--- src/rtl/phasemeter_lock_sequencer.sv ---
// Sweep/acquire/lock supervisor for one phasemeter channel: steps the NCO guess,
// pulses the phasemeter reset, detects a beat note on |I|+|Q| and supervises lock.
module phasemeter_lock_sequencer #(
    parameter int AXIS_TDATA_WIDTH = 32,
    parameter int ACCUM_WIDTH      = 32,
    parameter int CIC_OUTPUT_WIDTH = 14,
    parameter int F_START          = 0,
    parameter int F_STEP           = 1048576,
    parameter int F_STOP           = 16777216,
    parameter int DWELL            = 256,
    parameter int RST_LEN          = 4,
    parameter int AMP_THRESH       = 2048,
    parameter int DETECT_COUNT     = 4,
    parameter int SETTLE           = 1024,
    parameter int UNLOCK_COUNT     = 16,
    parameter int MAX_PASSES       = 3
) (
    input  logic                        clk,
    input  logic                        rst,
    input  logic                        start,
    input  logic                        abort,
    input  logic [AXIS_TDATA_WIDTH-1:0] S_AXIS_LPF_tdata,
    input  logic                        S_AXIS_LPF_tvalid,
    input  logic [AXIS_TDATA_WIDTH-1:0] S_AXIS_QUAD_tdata,
    input  logic                        S_AXIS_QUAD_tvalid,
    output logic [AXIS_TDATA_WIDTH-1:0] M_AXIS_GUESS_tdata,
    output logic                        M_AXIS_GUESS_tvalid,
    output logic                        pm_rst,
    output logic                        pm_en,
    output logic                        locked,
    output logic                        lost_lock,
    output logic                        fail,
    output logic [2:0]                  state
);
    localparam int CW  = CIC_OUTPUT_WIDTH;
    localparam int AW  = CIC_OUTPUT_WIDTH + 1;
    localparam int GW1 = ACCUM_WIDTH + 1;
    localparam int TW  = $clog2((RST_LEN > SETTLE ? RST_LEN : SETTLE) + 1);
    localparam int SW  = $clog2(DWELL + 1);
    localparam int RW  = $clog2((DETECT_COUNT > UNLOCK_COUNT ? DETECT_COUNT : UNLOCK_COUNT) + 1);
    localparam int PW  = $clog2(MAX_PASSES + 1);

    localparam logic [ACCUM_WIDTH-1:0] START_G = ACCUM_WIDTH'(F_START);
    localparam logic [GW1-1:0]         STEP_G  = GW1'(F_STEP);
    localparam logic [GW1-1:0]         STOP_G  = GW1'(F_STOP);
    localparam logic [AW-1:0]          THRESH  = AW'(AMP_THRESH);
    localparam logic [CW-1:0]          MOST_NEG = {1'b1, {(CW-1){1'b0}}};
    localparam logic [CW-1:0]          MOST_POS = {1'b0, {(CW-1){1'b1}}};
    localparam logic [TW-1:0]          RST_LAST    = TW'(RST_LEN - 1);
    localparam logic [TW-1:0]          SETTLE_LAST = TW'(SETTLE - 1);
    localparam logic [SW-1:0]          DWELL_LAST  = SW'(DWELL - 1);
    localparam logic [RW-1:0]          DETECT_LAST = RW'(DETECT_COUNT - 1);
    localparam logic [RW-1:0]          UNLOCK_LAST = RW'(UNLOCK_COUNT - 1);
    localparam logic [PW-1:0]          PASS_LIMIT  = PW'(MAX_PASSES);

    typedef enum logic [2:0] {
        S_IDLE = 3'd0, S_LOAD = 3'd1, S_DWELL = 3'd2, S_ENGAGE = 3'd3,
        S_SETTLE = 3'd4, S_LOCKED = 3'd5, S_FAIL = 3'd6
    } state_t;

    state_t                  cur, next;
    logic [ACCUM_WIDTH-1:0]  guess, guess_d;
    logic [PW-1:0]           passes, passes_d, passes_inc;
    logic                    lost_d;
    logic [TW-1:0]           timer, timer_d;
    logic [SW-1:0]           samples, samples_d;
    logic [RW-1:0]           run, run_d;
    logic                    do_step;
    logic [GW1-1:0]          step_sum;

    logic signed [CW-1:0]    i_word, q_word;
    logic [AW-1:0]           amp, amp_next;
    logic                    amp_vld, sample, above;
    logic                    unused_low;

    function automatic logic [CW-1:0] abs_sat(input logic signed [CW-1:0] x);
        if (!x[CW-1]) return x;
        return (x == MOST_NEG) ? MOST_POS : -x;
    endfunction

    assign i_word     = S_AXIS_LPF_tdata[AXIS_TDATA_WIDTH-1 -: CW];
    assign q_word     = S_AXIS_QUAD_tdata[AXIS_TDATA_WIDTH-1 -: CW];
    assign unused_low = ^{S_AXIS_LPF_tdata[AXIS_TDATA_WIDTH-CW-1:0],
                          S_AXIS_QUAD_tdata[AXIS_TDATA_WIDTH-CW-1:0]};
    assign sample     = S_AXIS_LPF_tvalid && S_AXIS_QUAD_tvalid;
    assign amp_next   = {1'b0, abs_sat(i_word)} + {1'b0, abs_sat(q_word)};
    // amp holds the most recent qualified sample; amp_vld marks the cycle it is fresh.
    assign above      = (amp >= THRESH);
    assign step_sum   = {1'b0, guess} + STEP_G;
    assign passes_inc = passes + 1'b1;

    assign state              = cur;
    assign M_AXIS_GUESS_tdata = AXIS_TDATA_WIDTH'(guess);

    // NOTE: every variable gets a default before the case so no path leaves it unassigned (no latches).
    always_comb begin
        next      = cur;
        guess_d   = guess;
        passes_d  = passes;
        lost_d    = lost_lock;
        timer_d   = timer;
        samples_d = samples;
        run_d     = run;
        do_step   = 1'b0;
        case (cur)
            S_IDLE, S_FAIL: if (start) begin
                guess_d  = START_G;
                passes_d = '0;
                lost_d   = 1'b0;
                next     = S_LOAD;
            end
            S_LOAD: begin
                timer_d = timer + 1'b1;
                if (timer == RST_LAST) next = S_DWELL;
            end
            S_DWELL: if (amp_vld) begin
                run_d     = above ? run + 1'b1 : '0;
                samples_d = samples + 1'b1;
                if (above && run == DETECT_LAST) next = S_ENGAGE;
                else if (samples == DWELL_LAST) do_step = 1'b1;
            end
            S_ENGAGE: next = S_SETTLE;
            S_SETTLE: begin
                timer_d = timer + 1'b1;
                if (timer == SETTLE_LAST) begin
                    if (above) next = S_LOCKED;
                    else do_step = 1'b1;
                end
            end
            S_LOCKED: if (amp_vld) begin
                run_d = above ? '0 : run + 1'b1;
                if (!above && run == UNLOCK_LAST) begin
                    lost_d = 1'b1;
                    next   = S_LOAD;
                end
            end
            default: next = S_IDLE;
        endcase

        // Past the top of the band the sweep wraps and a full pass is counted.
        if (do_step) begin
            if (step_sum > STOP_G) begin
                guess_d  = START_G;
                passes_d = passes_inc;
                next     = (passes_inc == PASS_LIMIT) ? S_FAIL : S_LOAD;
            end else begin
                guess_d = step_sum[ACCUM_WIDTH-1:0];
                next    = S_LOAD;
            end
        end

        if (abort) begin
            next     = S_IDLE;
            guess_d  = guess;
            passes_d = passes;
            lost_d   = lost_lock;
        end

        if (next != cur) begin
            timer_d   = '0;
            samples_d = '0;
            run_d     = '0;
        end
    end

    // NOTE: state registers use non-blocking assignments so every flop samples pre-edge values.
    always_ff @(posedge clk or posedge rst) begin
        if (rst) begin
            cur                 <= S_IDLE;
            guess               <= START_G;
            passes              <= '0;
            lost_lock           <= 1'b0;
            timer               <= '0;
            samples             <= '0;
            run                 <= '0;
            amp                 <= '0;
            amp_vld             <= 1'b0;
            M_AXIS_GUESS_tvalid <= 1'b0;
            pm_rst              <= 1'b0;
            pm_en               <= 1'b0;
            locked              <= 1'b0;
            fail                <= 1'b0;
        end else begin
            cur                 <= next;
            guess               <= guess_d;
            passes              <= passes_d;
            lost_lock           <= lost_d;
            timer               <= timer_d;
            samples             <= samples_d;
            run                 <= run_d;
            amp_vld             <= sample;
            if (sample) amp     <= amp_next;
            M_AXIS_GUESS_tvalid <= 1'b1;
            // Outputs decode the next state so they change on the same edge as the state.
            pm_rst              <= (next == S_LOAD);
            pm_en               <= (next == S_ENGAGE) || (next == S_SETTLE) || (next == S_LOCKED);
            locked              <= (next == S_LOCKED);
            fail                <= (next == S_FAIL);
        end
    end
endmodule

--- config.mk ---
export PLATFORM = sky130hd
export DESIGN_NAME = phasemeter_lock_sequencer
export DESIGN_NICKNAME = d
export VERILOG_FILES = /design/src/rtl/phasemeter_lock_sequencer.sv
export SDC_FILE = /design/constraint.sdc
export NUM_CORES = 1
export LEC_CHECK = 0
export BUFFER_PORTS_ARGS = -buffer_cell sky130_fd_sc_hd__buf_2
export CORE_UTILIZATION = 53
export DETAILED_ROUTE_END_ITERATION = 16
export PLACE_DENSITY = 0.91
export SLEW_MARGIN = 10
export SYNTH_ARGS = -nofsm -noshare
export SYNTH_HDL_FRONTEND = slang
export SYNTH_SLANG_ARGS = --single-unit
--- constraint.sdc ---
create_clock -name clk -period 3.19 [get_ports clk]
set_clock_uncertainty 0.05 [all_clocks]
set_input_delay 0.1595 -clock clk [delete_from_list [all_inputs] [get_ports clk]]
set_output_delay 0.1595 -clock clk [all_outputs]
set_load 0.02 [all_outputs]
==> results of run 1 <==
worst max-delay path, stage by stage:
cell and delay [ns]:
buf_2 0.11, or4_4 0.55, nor4_4 0.30, nand3b_1 0.12
or2_4 0.27, nand2_1 0.09, ha_1 0.16, inv_1 0.05
fa_1 0.36, nor2b_1 0.13, o31a_1 0.14, o211ai_1 0.08
a21boi_1 0.14, o31a_1 0.22, xnor2_1 0.13, o21ai_0 0.08
registers in the layout, indices dropped and copies added, names as in the netlist:
register             flops
M_AXIS_GUESS_tdata      12
timer                   11
samples                  9
run                      5
amp                      4
state                    3
passes                   2
M_AXIS_GUESS_tvalid      1
amp_vld                  1
fail                     1
locked                   1
lost_lock                1
pm_en                    1
pm_rst                   1
synth_stat cells, drive strengths merged, types with 3 or more instances:
master | count | share of area [%]
nor2 | 56 | 6.6
nor2b | 10 | 1.5
nor4 | 5 | 1.1
nand3 | 20 | 2.5
o31ai | 9 | 1.7
nor4b | 4 | 1.0
or3 | 5 | 0.77
ha | 23 | 7.1
o21ai | 16 | 2.0
nand2 | 59 | 5.5
o41ai | 3 | 0.65
mux2i | 6 | 1.5
a211oi | 4 | 0.74
xor2 | 29 | 6.3
buf | 25 | 5.0
inv | 17 | 1.6
dfrtp | 53 | 33
and3 | 7 | 1.1
nor3 | 11 | 1.4
a21oi | 17 | 2.3
nand4 | 8 | 1.2
or2 | 5 | 0.77
nand3b | 4 | 0.74
clkbuf | 9 | 1.8
or4 | 4 | 0.84
xnor2 | 13 | 2.8
a31oi | 4 | 0.62
final timing paths:
kind	startpoint	end	slack, ns	cells past startpoint
worst min register to register	M_AXIS_GUESS_tdata[28]	M_AXIS_GUESS_tdata[28]	0.47	2
max in group asynchronous	rst	run[2]	2.63	2
worst min-delay path	rst	state[0]	-0.07	2
worst max register to register	state[2]	samples[8]	0.49	8
worst max-delay path	S_AXIS_QUAD_tdata[23]	amp[12]	0.22	16
min in group clk	abort	pm_rst	0.12	2
power groups by stage:
stage	clock, uW	combinational (uW)	sequential [uW]
floorplan	0	354	742
global placement	0	429	736
detailed placement	0	453	738
CTS	403	456	725
global route	430	516	729
finish	399	461	725
kinds of logic (layout without fill, tap and decap cells):
kind of cell / after synthesis / in the layout / share of synthesized area (%)
AND/OR/NAND/NOR: 211 / 211 / 28.0
AO/OA/AOI/OAI: 72 / 72 / 12.1
flip-flops: 53 / 53 / 32.8
buffers and inverters: 51 / 104 / 8.36
XOR/XNOR: 42 / 42 / 9.10
adder cells (fa/ha/maj): 24 / 24 / 7.62
multiplexers: 7 / 7 / 1.76
other: 2 / 21 / 0.186
final cells by class:
cell class                      instances  area, sq um  share of cell area [%]
Multi-Input combinational cell        377         2500                    54.8
Sequential cell                        53         1330                    29.0
Timing Repair Buffer                   79          458                    10.0
Tap cell                               99          124                    2.71
Clock buffer                            5         68.8                    1.51
Inverter                               17         65.1                    1.42
Clock inverter                          3         25.0                   0.547
per-layer routing:
metal | vias up | wire [um]
met3 | 6 | 295
met1 | 1652 | 3580
met5 | - | 0
met4 | 0 | 77
li1 | 1712 | -
met2 | 93 | 4250
layout by cell type, fill, tap and decap left out, drive strengths merged, types with 6 or more instances in the layout:
cell type   n
buf        79
nand2      59
nor2       56
dfrtp      53
xor2       29
ha         23
conb       21
nand3      20
inv        17
a21oi      17
o21ai      16
xnor2      13
nor3       11
nor2b      10
o31ai       9
nand4       8
and3        7
mux2i       6
stage by stage:
step / TNS (ns) / std cells / hold WS, ns / power, uW
floorplan: 0 / 481 / 0.322 / 1100
global placement: -0.173 / 625 / 0.420 / 1170
detailed placement: -0.294 / 625 / 0.442 / 1190
CTS: 0 / 633 / 0.0917 / 1580
global route: 0 / 633 / 0.0114 / 1680
finish: 0 / 633 / -0.0723 / 1580
what timing repair did:
item	in CTS	in global routing
gates resized for setup	0	5
setup endpoints to repair	0	2
endpoints found under the hold margin	0	0
==> results.yml, run 1 <==
pwr:
  power_density_nw_per_um2: 347
  relative_contribution_of_the_clock_network_to_total_power_pct: 25.1
  internal_power_uw: 1050
  p_comb_share_pct: 29.1
  sequentialPowerShare_pct: 45.8
  p_sw_share_pct: 34.0
  ir_drop_uv: 170
  switchingPower_uw: 539
  p_leak_uw: 0.00225
sta:
  setup_violations: 0
  hold-worst-slack_ns: -0.0723
  grt_setup_unrepaired: "no"
  slew_violations: 0
  timing.fmax_mhz: 337
  post-route-worst-setup-slack_ns: 0.221
  layout_min_cycle_time_ns: 2.97
  final_min_period_over_clock_period_pct: 93.1
  final_hold_viol_count: 53
  worst-slew-pin-transition_ns: 0.871
  slew_headroom_pct: 41.9
floorplan:
  die_footprint_sq_um: 7980
  dieHeight_um: 89.3
  num_rows: 31
  pin_count: 111
  initial_core_util_pct: 55.1
  die_x_um: 89.3
  core_sq_um: 7330
status:
  run_status: "finished with violations"
  violations_in_the_final_reports: "hold timing"
cts:
  postCtsHoldBufs: 0
  cts.sinks: 53
  tritoncts: "built"
  numCtsBuffers: 5
  cts-root-buf: "clkbuf_8"
  clock_tree.buffer_depth: 2
  clkSlewWorstSetupHoldPaths_ns: 0.10
  ctsHtreeMaxLevel: 2
  cts_setup_buffers: 0
  worstSkewPairLatency_ns: 0.32
drt:
  vias: 3463
  postRouteAntennaNets: 0
  routed_wl_um: 8200
  drt_pre_antenna_iters: 6
  detailed_route_iter0_violations: 154
  post-route-drc-count: 0
  vias_per_cell: 5.47
  routed_wire_length_per_instance_um: 13.0
global_route:
  globalRouteOverflowTotal: 0
  maximum_number_of_pins_on_one_net_before_global_route_repair: 54
  antenna_found_initial: 0
  grt.total_usage_pct: 21.5
  use_met2_pct: 40.9
  grt.busiest_layer: "met2"
  global_route.usage.met1_pct: 24.7
  wire_length_of_the_first_global_routing_pass_um: 13600
  global_route.usage.met3_pct: 3.42
  grt_pass1_vias: 3216
layout:
  syn2layout_area_growth_pct: 13.1
  finish.net_count: 627
  finish.utilization_pct: 62.3
  final_cell_area_sq_um: 4570
  drive_gt1_share_pct: 24.7
  antennaDiodeCount: 0
  num-fill-cells: 578
worst_setup_path:
  worstSetupEndpointType: "register"
  timing.critical_path.arrival_ns: 3.10
  cp_data_required_time_ns: 3.32
  crit_path_start_kind: "primary input"
  worst-setup-path-type: "in2reg"
  worstPathMaxFanout: 5
synth:
  ffs_w_async_s_r_synth_pct: 100
  synth_sequential_area_ratio_pct: 32.8
  synthesis.area_sq_um: 4040
  dominantRegCellSynth: "dfrtp_1"
  ys_warn_count: 0
  mean_instance_size_in_the_synthesized_netlist_sq_um: 8.75
  netlist_instances: 462
  ys_seq_elements: 53
  number_of_enable_type_register_cells_in_the_synthesized_netlist: 0
  yosys.cell_types.count: 68
place:
  place_area_sq_um: 4450
  detailed_place_hpwl_um: 6230
  routabilityCongestion: 0.816
  dp_worst_setup_slack_ns: -0.155
  port-buffer-count: 54
job:
  maxCapViolCount: 0
hold_path:
  hold_path.class: "in2async"
Note: power is estimated with default switching activity, not from simulation.
==> run 2: changes to the inputs <==
--- a/config.mk
+++ b/config.mk
@@ -8,7 +8,7 @@
 export BUFFER_PORTS_ARGS = -buffer_cell sky130_fd_sc_hd__buf_2
 export CORE_UTILIZATION = 53
 export DETAILED_ROUTE_END_ITERATION = 16
-export PLACE_DENSITY = 0.91
+export PLACE_DENSITY = 0.78
 export SLEW_MARGIN = 10
 export SYNTH_ARGS = -nofsm -noshare
 export SYNTH_HDL_FRONTEND = slang
==> constraint.sdc (replaced) <==
create_clock -name clk -period 3.2 [get_ports clk]
set_clock_uncertainty 0.05 [all_clocks]
set_input_delay 0.16 -clock clk [delete_from_list [all_inputs] [get_ports clk]]
set_output_delay 0.16 -clock clk [all_outputs]
set_load 0.02 [all_outputs]
==> results.yml, run 2 (synthesis gave the netlist of run 1 again) <==
floorplan:
  pin_count: 111
  dieHeight_um: 89.3
  initial_core_util_pct: 55.1
  die_footprint_sq_um: 7980
  core_sq_um: 7330
  num_rows: 31
  die_x_um: 89.3
place:
  place.detailed.instances: 631
  port-buffer-count: 54
  routabilityCongestion: 0.828
  detailed_place_hpwl_um: 6430
drt:
  detailed_route_iter0_violations: 133
  vias_per_cell: 5.41
  vias: 3456
  post-route-drc-count: 0
  postRouteAntennaNets: 0
  routed_wire_length_per_instance_um: 12.9
  routed_wl_um: 8250
  drt_pre_antenna_iters: 4
cts:
  cts-root-buf: "clkbuf_8"
  tritoncts: "built"
  postCtsHoldBufs: 0
  numCtsBuffers: 5
  worstSkewPairLatency_ns: 0.31
  cts.sinks: 53
  cts_resized: 0
  clkSlewWorstSetupHoldPaths_ns: 0.10
  cts_setup_buffers: 0
  clock_tree.buffer_depth: 2
  ctsHtreeMaxLevel: 2
worst_setup_path:
  critical_path.slowest_cell: "or3_1"
  worstSetupEndpointType: "register"
  cp_data_required_time_ns: 3.34
  crit_path_start_kind: "primary input"
  timing.critical_path.arrival_ns: 3.18
  worst-setup-path-type: "in2reg"
  worstPathMaxFanout: 4
  reg2reg_depth: 7
  cp_slowest_stage_delay_ns: 0.38
  ff2ff_setup_slack_ns: 0.48
  path_cells: "buf_2 -> or3_1 -> nor2_1 -> nand2_1 -> or2_2 -> o41ai_2 -> xor2_1 -> nand2_1 -> ha_1 -> or2_2 -> a21oi_1 -> inv_1 -> o31a_1 -> a2111oi_2 -> nor3_1"
  worst_reg2reg_path_endpoint: "M_AXIS_GUESS_tdata[27]"
  category_of_cells_accounting_for_the_largest_share_of_critical_path_delay: "simple AND/OR/NAND/NOR gates"
  critical_path_depth: 15
  regToRegStartpoint: "state[2]"
  critPathBufInv: 2
pwr:
  power_density_nw_per_um2: 339
  p_sw_share_pct: 33.1
  internal_power_uw: 1040
  switchingPower_uw: 517
  sequentialPowerShare_pct: 46.4
  relative_contribution_of_the_clock_network_to_total_power_pct: 24.1
  p_comb_share_pct: 29.5
  ir_drop_uv: 171
  p_leak_uw: 0.00228
sta:
  timing.fmax_mhz: 329
  totalNegativeSetupSlack_ns: 0
  slew_violations: 0
  slew_headroom_pct: 28.2
  setup_violations: 0
  final_min_period_over_clock_period_pct: 94.9
  final_hold_viol_count: 0
  worst-slew-pin-transition_ns: 1.08
  hold-worst-slack_ns: 0.0527
  layout_min_cycle_time_ns: 3.04
global_route:
  globalRouteOverflowTotal: 0
  use_met2_pct: 40.7
  grt.busiest_layer: "met2"
  global_route.usage.met1_pct: 25.6
  global_route.usage.met3_pct: 2.68
  wire_length_of_the_first_global_routing_pass_um: 13800
  grt.total_usage_pct: 21.9
  antenna_found_initial: 0
  grt_pass1_vias: 3257
  maximum_number_of_pins_on_one_net_before_global_route_repair: 54
status:
  run_status: "completed"
job:
  maxCapViolCount: 0
layout:
  antennaDiodeCount: 0
  final_common_cell: "nand2_1"
  layout.cells.most_common_list: "nand2_1 (59), buf_2 (54), dfrtp_1 (53), nor2_1 (35), buf_4 (30)"
  finish.net_count: 633
  largest_register_ff_count: 12
  drive_gt1_share_pct: 25.4
  syn2layout_area_growth_pct: 14.1
  stdcell_count: 639
hold_path:
  hold_path.class: "in2async"
[run 2: cell count changes in the layout (fill, tap and decap cells not counted)]
cell        before  now
a21boi_1         1    0
clkinv_2         1    0
nor2_2          21   20
nor2_1          34   35
a2111oi_2        0    1
buf_4           25   30
clkinvlp_4       1    3
clkinv_4         1    0
inv_2            0    1
buf_12           0    1
a21boi_0         0    1
inv_6            1    0
a2111oi_4        1    0
[run 2: metal layers]
| metal | part of all wire (%) | wire, um | vias up |
|---|---|---|---|
| met5 | 0 | 0 | - |
| met4 | 1.8 | 146 | 0 |
| met3 | 3.4 | 284 | 12 |
| met2 | 52 | 4290 | 84 |
| met1 | 43 | 3530 | 1629 |
| li1 | - | - | 1731 |
[run 2: metrics by stage]
stage          power [uW]  worst slack, ns  utilization [%]  area (sq um)
2_1_floorplan        1090           0.0134                -          4150
3_3_place_gp         1180           -0.108             61.5          4510
3_5_place_dp         1200           -0.158             61.5          4510
4_1_cts              1570            0.149             62.7          4600
5_1_grt              1660          -0.0330             62.9          4610
6_report             1560            0.163             62.9          4610
[run 2: power groups by stage]
stage	registers, uW	clock network [uW]	logic, uW
2_1_floorplan	739	0	353
3_3_place_gp	737	0	442
3_5_place_dp	739	0	459
4_1_cts	726	386	462
5_1_grt	730	414	514
6_report	725	376	461
[run 2: layout make-up]
type,instances,area [sq um]
Tap cell,99,124
Fill cell,639,2720
Sequential cell,53,1330
Clock buffer,5,68.8
Timing Repair Buffer,85,515
Inverter,17,63.8
Multi-Input combinational cell,377,2490
Clock inverter,3,22.5
[run 2: worst max path at each step]
stage | from | endpoint | slack, ns
final | S_AXIS_LPF_tdata[21] | amp[14] | 0.16
after global routing | S_AXIS_LPF_tdata[21] | amp[14] | -0.03
after CTS | S_AXIS_LPF_tdata[28] | amp[12] | 0.15
after detailed placement | S_AXIS_LPF_tdata[28] | amp[12] | -0.16
after global placement | S_AXIS_QUAD_tdata[23] | amp[14] | -0.11
after floorplan | S_AXIS_QUAD_tdata[23] | amp[14] | 0.01
==> run 3: changes to the inputs <==
--- a/config.mk
+++ b/config.mk
@@ -8,6 +8,7 @@
 export BUFFER_PORTS_ARGS = -buffer_cell sky130_fd_sc_hd__buf_2
 export CORE_UTILIZATION = 53
 export DETAILED_ROUTE_END_ITERATION = 16
+export HOLD_SLACK_MARGIN = 0.12
 export PLACE_DENSITY = 0.78
 export SLEW_MARGIN = 10
 export SYNTH_ARGS = -nofsm -noshare
==> results.yml, run 3 (synthesis gave the netlist of run 1 again) <==
cts:
  clkSlewWorstSetupHoldPaths_ns: 0.10
  worstSkewPairLatency_ns: 0.31
  cts.sinks: 53
  ctsHtreeMaxLevel: 2
  numCtsBuffers: 5
  cts-root-buf: "clkbuf_8"
  tritoncts: "built"
  clock_tree.buffer_depth: 2
place:
  detailed_place_hpwl_um: 6430
  routabilityCongestion: 0.828
  port-buffer-count: 54
  place_area_sq_um: 4510
hold_path:
  hold_start: "abort"
  hold_path.class: "in2reg"
  hold_path_depth: 2
  worst_hold_path.endpoint: "state[1]"
pwr:
  p_sw_share_pct: 33.1
  internal_power_uw: 1050
  p_leak_uw: 0.00228
  sequentialPowerShare_pct: 46.4
  power_density_nw_per_um2: 338
  totalPowerFinal_uw: 1560
  p_comb_share_pct: 29.5
  relative_contribution_of_the_clock_network_to_total_power_pct: 24.0
  switchingPower_uw: 517
  ir_drop_uv: 170
layout:
  final_common_cell: "nand2_1"
  drive_gt1_share_pct: 25.3
  num-fill-cells: 638
  syn2layout_area_growth_pct: 14.3
  largest_register_ff_count: 12
  layout.cells.most_common_list: "nand2_1 (59), buf_2 (54), dfrtp_1 (53), nor2_1 (35), buf_4 (30)"
  antennaDiodeCount: 0
  final_cell_area_sq_um: 4620
  finish.utilization_pct: 63.0
  finish.net_count: 634
sta:
  timing.fmax_mhz: 331
  layout_min_cycle_time_ns: 3.02
  slew_headroom_pct: 28.1
  final_min_period_over_clock_period_pct: 94.5
  setup_violations: 0
  slew_violations: 0
  final_hold_viol_count: 0
  totalNegativeSetupSlack_ns: 0
  worst-slew-pin-transition_ns: 1.08
worst_setup_path:
  regToRegStartpoint: "state[2]"
  critPathBufInv: 2
  critical_path.slowest_cell: "or3_1"
  worstPathMaxFanout: 4
  worstSetupEndpointType: "register"
  cp_data_required_time_ns: 3.34
  ff2ff_setup_slack_ns: 0.49
  reg2reg_depth: 7
  cp_slowest_stage_delay_ns: 0.38
  path_cells: "buf_2 -> or3_1 -> nor2_1 -> nand2_1 -> or2_2 -> o41ai_2 -> xor2_1 -> nand2_1 -> ha_1 -> or2_2 -> a21oi_1 -> inv_1 -> o31a_1 -> a2111oi_2 -> nor3_1"
  timing.critical_path.arrival_ns: 3.17
  worst_reg2reg_path_endpoint: "M_AXIS_GUESS_tdata[27]"
  cp-startpoint: "S_AXIS_LPF_tdata[21]"
  crit_path_start_kind: "primary input"
  worst-setup-path-type: "in2reg"
  category_of_cells_accounting_for_the_largest_share_of_critical_path_delay: "simple AND/OR/NAND/NOR gates"
drt:
  routed_wire_length_per_instance_um: 12.9
  vias_per_cell: 5.41
  drt_pre_antenna_iters: 4
  detailed_route_iter0_violations: 123
  vias: 3464
  post-route-drc-count: 0
  routed_wl_um: 8250
  postRouteAntennaNets: 0
floorplan:
  die_x_um: 89.3
  pin_count: 111
  dieHeight_um: 89.3
  num_rows: 31
  core_sq_um: 7330
  die_footprint_sq_um: 7980
  initial_core_util_pct: 55.1
global_route:
  grt_pass1_vias: 3263
  globalRouteOverflowTotal: 0
  grt.total_usage_pct: 22.0
  wire_length_of_the_first_global_routing_pass_um: 13800
  antenna_found_initial: 0
  maximum_number_of_pins_on_one_net_before_global_route_repair: 54
job:
  maxCapViolCount: 0
status:
  run_status: "completed"
run 3: metrics by stage:
| step | setup slack, ns | std cells | hold slack [ns] |
|---|---|---|---|
| 4_1_cts | 0.149 | 640 | 0.129 |
| 5_1_grt | -0.0330 | 640 | 0.140 |
| 2_1_floorplan | 0.0134 | 481 | 0.323 |
| 6_report | 0.176 | 640 | 0.137 |
| 3_3_place_gp | -0.108 | 631 | 0.428 |
| 3_5_place_dp | -0.158 | 631 | 0.439 |
run 3: power groups by stage:
stage	clock [uW]	combinational, uW	sequential (uW)
floorplan	0	353	739
global placement	0	442	737
detailed placement	0	459	739
CTS	386	463	726
global route	414	516	730
finish	376	461	725
run 3: routing by layer:
| metal | track usage [%] | up-vias | share of wire [%] |
|---|---|---|---|
| met4 | 8.51 | 0 | 1.8 |
| met2 | 40.9 | 79 | 52 |
| met1 | 25.6 | 1641 | 43 |
| met5 | 0 | - | 0 |
| met3 | 2.68 | 12 | 3.4 |
| li1 | - | 1732 | - |
run 3: area by class of cell:
cell class                 count  area (sq um)  area share [%]
multi-input combinational    377          2490            53.9
sequential                    53          1330            28.7
timing repair buffer          86           526            11.4
tap                           99           124            2.68
clock buffer                   5          68.8            1.49
inverter                      17          63.8            1.38
clock inverter                 3          22.5           0.488
run 3: what timing repair did:
action,CTS,global route
hold endpoints to repair,53,0
setup endpoints to repair,0,2
buffers inserted,0,0
resized for setup,0,2
hold buffers,1,0
run 3: worst max-delay path by stage:
stage | cells past startpoint | endpoint
after global placement | 14 | amp[14]
after detailed placement | 16 | amp[12]
final | 15 | amp[14]
after global routing | 15 | amp[14]
after floorplan | 14 | amp[14]
after CTS | 16 | amp[12]
